`src/rtl/lbwin2x2.sv`:
```
// lbwin2x2: forms registered 2x2 pixel windows from a pixel stream and its one-line-delayed copy.
//   CLK        clock, all state updates on the rising edge
//   RESET      synchronous active-high reset
//   in_data    current-line pixel (same as line buffer wdata)
//   in_en      pixel strobe (same as line buffer wen)
//   lb_rdata   line buffer read data, pixel from one line earlier
//   lb_valid   line buffer read-valid
//   win_*      window pixels: t/b = previous/current line, l/r = older/newer column
//   out_valid  one-cycle pulse per emitted window
//   out_col    column of the right-hand window column
//   out_row    current-line index of the window
//   drain_cnt  saturating count of lb_valid cycles seen while in_en=0
module lbwin2x2 #(
    parameter int LWIDTH = 8,
    parameter int CW     = 6
) (
    input  logic          CLK,
    input  logic          RESET,
    input  logic [7:0]    in_data,
    input  logic          in_en,
    input  logic [7:0]    lb_rdata,
    input  logic          lb_valid,
    output logic [7:0]    win_tl,
    output logic [7:0]    win_tr,
    output logic [7:0]    win_bl,
    output logic [7:0]    win_br,
    output logic          out_valid,
    output logic [CW-1:0] out_col,
    output logic [CW-1:0] out_row,
    output logic [7:0]    drain_cnt
);
    localparam logic [CW-1:0] LAST = CW'(LWIDTH - 1);

    typedef enum logic {FILL, RUN} state_t;

    state_t        state, state_nx;
    logic [CW-1:0] col, row;
    logic          have_prev, have_prev_nx;
    logic [7:0]    prev_t, prev_b;
    logic          pair, wrap, emit;

    always_comb begin
        pair         = in_en && lb_valid;
        wrap         = in_en && col == LAST;
        emit         = pair && have_prev && col != '0;
        state_nx     = state;
        have_prev_nx = have_prev;
        if (pair) begin
            state_nx     = RUN;
            // the last column of a line can never be a left-hand column
            have_prev_nx = !wrap;
        end else if (in_en) begin
            // a sample without read data in RUN means the line buffer was drained and restarted
            if (state == RUN) begin
                state_nx     = FILL;
                have_prev_nx = 1'b0;
            end
            if (wrap) have_prev_nx = 1'b0;
        end
    end

    always_ff @(posedge CLK) begin
        if (RESET) begin
            state     <= FILL;
            col       <= '0;
            row       <= '0;
            have_prev <= 1'b0;
            prev_t    <= '0;
            prev_b    <= '0;
            win_tl    <= '0;
            win_tr    <= '0;
            win_bl    <= '0;
            win_br    <= '0;
            out_valid <= 1'b0;
            out_col   <= '0;
            out_row   <= '0;
            drain_cnt <= '0;
        end else begin
            state     <= state_nx;
            have_prev <= have_prev_nx;
            out_valid <= emit;
            if (in_en) begin
                col <= wrap ? '0 : col + 1'b1;
                if (wrap) row <= row + 1'b1;
            end
            if (pair) begin
                prev_t <= lb_rdata;
                prev_b <= in_data;
            end
            if (emit) begin
                win_tl  <= prev_t;
                win_tr  <= lb_rdata;
                win_bl  <= prev_b;
                win_br  <= in_data;
                out_col <= col;
                out_row <= row;
            end
            if (!in_en && lb_valid && drain_cnt != 8'hff) drain_cnt <= drain_cnt + 1'b1;
        end
    end
endmodule

```
`config.mk`:
```
export PLATFORM = sky130hd
export DESIGN_NAME = lbwin2x2
export DESIGN_NICKNAME = d
export VERILOG_FILES = /design/src/rtl/lbwin2x2.sv
export SDC_FILE = /design/constraint.sdc
export NUM_CORES = 1
export LEC_CHECK = 0
export ABC_AREA = 1
export CAP_MARGIN = 0
export CORE_ASPECT_RATIO = 0.7
export CORE_MARGIN = 2
export CORE_UTILIZATION = 45
export DETAILED_ROUTE_END_ITERATION = 12
export PLACE_DENSITY = 0.82
export REMOVE_ABC_BUFFERS = 1
export SYNTH_ARGS = -nofsm -noshare
export SYNTH_HDL_FRONTEND = slang
export SYNTH_SLANG_ARGS = --single-unit
```
`constraint.sdc`:
```
create_clock -name CLK -period 2.55 [get_ports CLK]
set_clock_uncertainty 0.05 [all_clocks]
set_input_delay 0.51 -clock CLK [delete_from_list [all_inputs] [get_ports CLK]]
set_output_delay 0.51 -clock CLK [all_outputs]
set_load 0.05 [all_outputs]
```
# Word-level counts from Yosys, hierarchy flattened
# Cells that the tools add are included.
# classes
add_sub_neg	3
n_eq_ne	2
mux	7
n_reduce_logical	13
# ops
cell	n
adder 6 x 1 -> 6 bit (second input constant)	2
adder 8 x 1 -> 8 bit (second input constant)	1
inequality test 8 bit (second input constant)	1
== test 6 x 3 -> 1 bit (second input constant)	1
logical AND 1 bit	6
two-way mux 1 bit	6
two-way mux 6 bit	1
nonzero test 6 bit	1
AND reduction 2 bit	2
nonzero test 3 bit	1
logical NOT 1 bit	2
nonzero test 2 bit	1
# word_totals
register_bits	83
word_cells	39

# Depth between registers and ports, before layout
# logic_depth
depth_word	5
ltp_mapped	8
mapped_depth_nobuf	8

# Least setup slack after synthesis
# OpenSTA, ideal clock, no wires.
# synth_path
kind	flip-flop to flip-flop
startpoint	register drain_cnt[0]
endpoint	register drain_cnt[7]
arrival_time_ns	1.635
path_slack_ns	0.750
stages_incl_launch_ff	9
synth_period_minus_slack_ns	1.800
cell_sequence	dfxtp_1 > ha_1 > nand2_1 > nor2_1 > nand2_1 > nand2_1 > nor2_1 > nor2_1 > nor2_1
# synth_between
elab_chain_cells	2
elab_cells_between_ends	3
# synth_rtl
element	line_no	source
start, declared	30	output logic [7:0] drain_cnt
start signal, assigned	98	if (!in_en && lb_valid && drain_cnt != 8'hff) drain_cnt <= drain_cnt + 1'b1;
parallel branches: the longest is 2 deep, another holds adder 8 x 1 -> 8 bit	--	
# Several ways; the timed one is not identified.
# A chain may end at the register's enable or synchronous reset.

# Worst setup path after layout
# layout_path
startpoint	register drain_cnt[3]
endpoint	output drain_cnt[3]
# No word-level cell between the ends.

==> metrics <==
RSZ-0062 raised after global routing false; DR WL met2 3558 um; worst path bufs/invs 1; critical path arrival 1.59 ns; Worst Path Max Fanout 5; drt total wl 7378 um; CTS Buf Count 9; Switch Pwr 622.6 uW; Cell variety after synth 24; CP max stage delay 0.85 ns; clock share of power 0.380; Via density 4.818; post-CTS setup repair buffer count 0; # fillers 582; Seq pwr share 0.521; total track usage 0.1963; first-pass GRT wire length 12120 um; Worst-Margin Slew 0.5385 ns; Synth area leader dfxtp_1; clock slew at reported path FFs 0.08 ns; detailed-placement wirelength estimate 5065 um; DRC 0; detailed-route via count 2867; Antenna Cells 0; CP Data Required Time 1.99 ns; period utilization 0.8439; number of global-route vias before repair 2639; CTS max path bufs 2; Final ANT Viol Nets 0; Synth Area per Inst 7.583 sq um; Pwr Density 618.7 nW/um^2; Seq/Total Area, Yosys 0.5131; status finished clean; Yosys reg bits 83; # setup viols final 0; Final Hold Fails 0; grt total ovfl 0; fin cells 595; clock sink count 83; initial antenna violation count 0; Int Pwr 1.976 mW; Slowest cell on crit path clkdlybuf4s50_1; setup TNS 0 ns; fin nets 521; TritonCTS clock tree done; fin crit period 2.152 ns; area of the die 7901 sq um; DR top layer met4; WL per Instance 12.40 um; Initial Util 0.4727; Post-Syn Area 3238 sq um; top cell type's share of synthesized area 0.5131; Net Sw Frac 0.2396; Max VDD drop 0.3411 mV; post-cts resize count 0; Die W 105.4 um; row cnt 25; register area 1662 sq um; cell count after synthesis 427; Root Driver clkbuf_8; fin area 4200 sq um; Worst setup EP type primary output; DRT Pass-1 Iters 4; Multi-input gate area 1343 sq um; I/O pin total 73; GPL Wtd Cong 0.8188; largest net degree at the start of global routing 43; fmax 464.7 MHz; port bufs 72; max-slew violation total from the final report 0; cts hold-fix bufs 0; First DRT Iteration DRCs 172; Startpoint Class register; H-tree depth 3; die height 74.97 um; CP cell instances clkdlybuf4s50_1; Placed Area 3994 sq um; Rel. slew slack 0.6399; Core Area 6850 sq um; Leak Pwr 1.618 nW; Gate power share 0.099; Met1 Wirelength 3307 um; Area growth syn-to-layout 29.71%; max-cap violation count 0; # placed instances 580; top post-synthesis cells by area dfxtp_1 51%, nor2_1 16%, o21ai_0 6.8%; WS Path Type reg2out; Worst-Skew Late Latency 0.34 ns; Worst path top cell family by delay buffers and inverters; share of layout cells above drive strength 1 0.05389; met3 WL post-DR 456 um; Syn. warnings 0; min-delay worst type reg2reg
[synthesized netlist by cell type]
cell type and number:
nand3_1 16, nand2_1 43, nor2_2 1, nand2_4 2, inv_2 1, nor3_1 2, a211oi_1 2, o21ai_1 19
nor2_4 1, buf_2 3, nor2_1 140, a21oi_1 14, dfxtp_1 83, xnor2_1 1, o21ai_0 44, nand4_1 5
nand3b_1 1, clkinv_4 1, inv_1 25, nor3_2 1, clkbuf_1 9, xor2_1 2, buf_6 7, ha_1 4
[path summary, 6_finish.rpt]
check / start / to / slack (ns) / cells after the start
max reg2reg: col[0] / out_col[5] / 0.62 / 7
min reg2reg: prev_b[6] / prev_b[6] / 0.43 / 2
min: prev_b[6] / prev_b[6] / 0.43 / 2
max: drain_cnt[3] / drain_cnt[3] / 0.40 / 1
[area by class of cell]
cell class              instances  share of cell area
inverters                      27             0.02532
multi-input cells             298              0.3196
repair buffers                 78              0.1823
flip-flops and latches         83              0.3956
clock inverters                 5             0.01877
well taps                      94             0.02800
clock buffers                  10             0.03038
[kinds of logic (layout without fill, tap and decap cells)]
kind of cell    count (synthesis)  in the layout  share of synthesized area
compound gates                 79             79                     0.1236
xor+xnor                        3              3                   0.008116
simple gates                  212            212                     0.2674
buf+inv                        46            120                    0.07226
fa+ha+maj                       4              4                    0.01546
flops                          83             83                     0.5131
[state kept, by name (all words and copies together), names as in the netlist]
name,cells
drain_cnt,8
win_br,8
out_col,6
win_tr,8
col,6
out_valid,1
state,1
out_row,6
row,6
prev_t,8
have_prev,1
win_tl,8
win_bl,8
prev_b,8
[layout by cell type (no fill, tap or decap), types with 4 or more instances in the layout]
master | Yosys | routed
o21ai_1 | 19 | 19
a21oi_1 | 14 | 14
nand2_1 | 43 | 43
clkdlybuf4s50_1 | 0 | 72
dfxtp_1 | 83 | 83
ha_1 | 4 | 4
nor2_1 | 140 | 140
nand3_1 | 16 | 16
o21ai_0 | 44 | 44
inv_1 | 25 | 24
buf_4 | 0 | 6
clkbuf_8 | 0 | 9
nand4_1 | 5 | 5
[metal layers]
layer  GRT usage  up-vias
met2      0.3398       88
met4     0.06815        0
met1      0.2400     1271
met3     0.05628        6
met5           0        -
li1            -     1502
[metrics by stage]
stage | total power, mW | util | setup WS, ns | hold WS, ns
3_5_place_dp | 1.643 | 0.5830 | 0.1633 | 0.4140
2_1_floorplan | 1.536 | - | 0.7489 | 0.3966
6_report | 2.599 | 0.6132 | 0.3981 | 0.4312
4_1_cts | 2.618 | 0.6132 | 0.3886 | 0.4321
5_1_grt | 2.704 | 0.6132 | 0.3381 | 0.4492
3_3_place_gp | 1.634 | 0.5830 | 0.2683 | 0.4073
[power by group through the flow]
stage	Combinational [mW]	Sequential, mW	Clock [mW]
finish	0.257	1.36	0.986
global placement	0.251	1.38	0
global route	0.282	1.36	1.06
detailed placement	0.257	1.39	0
floorplan	0.0983	1.44	0
CTS	0.258	1.36	1.00
No activity file was read; power rests on OpenSTA's default activity.
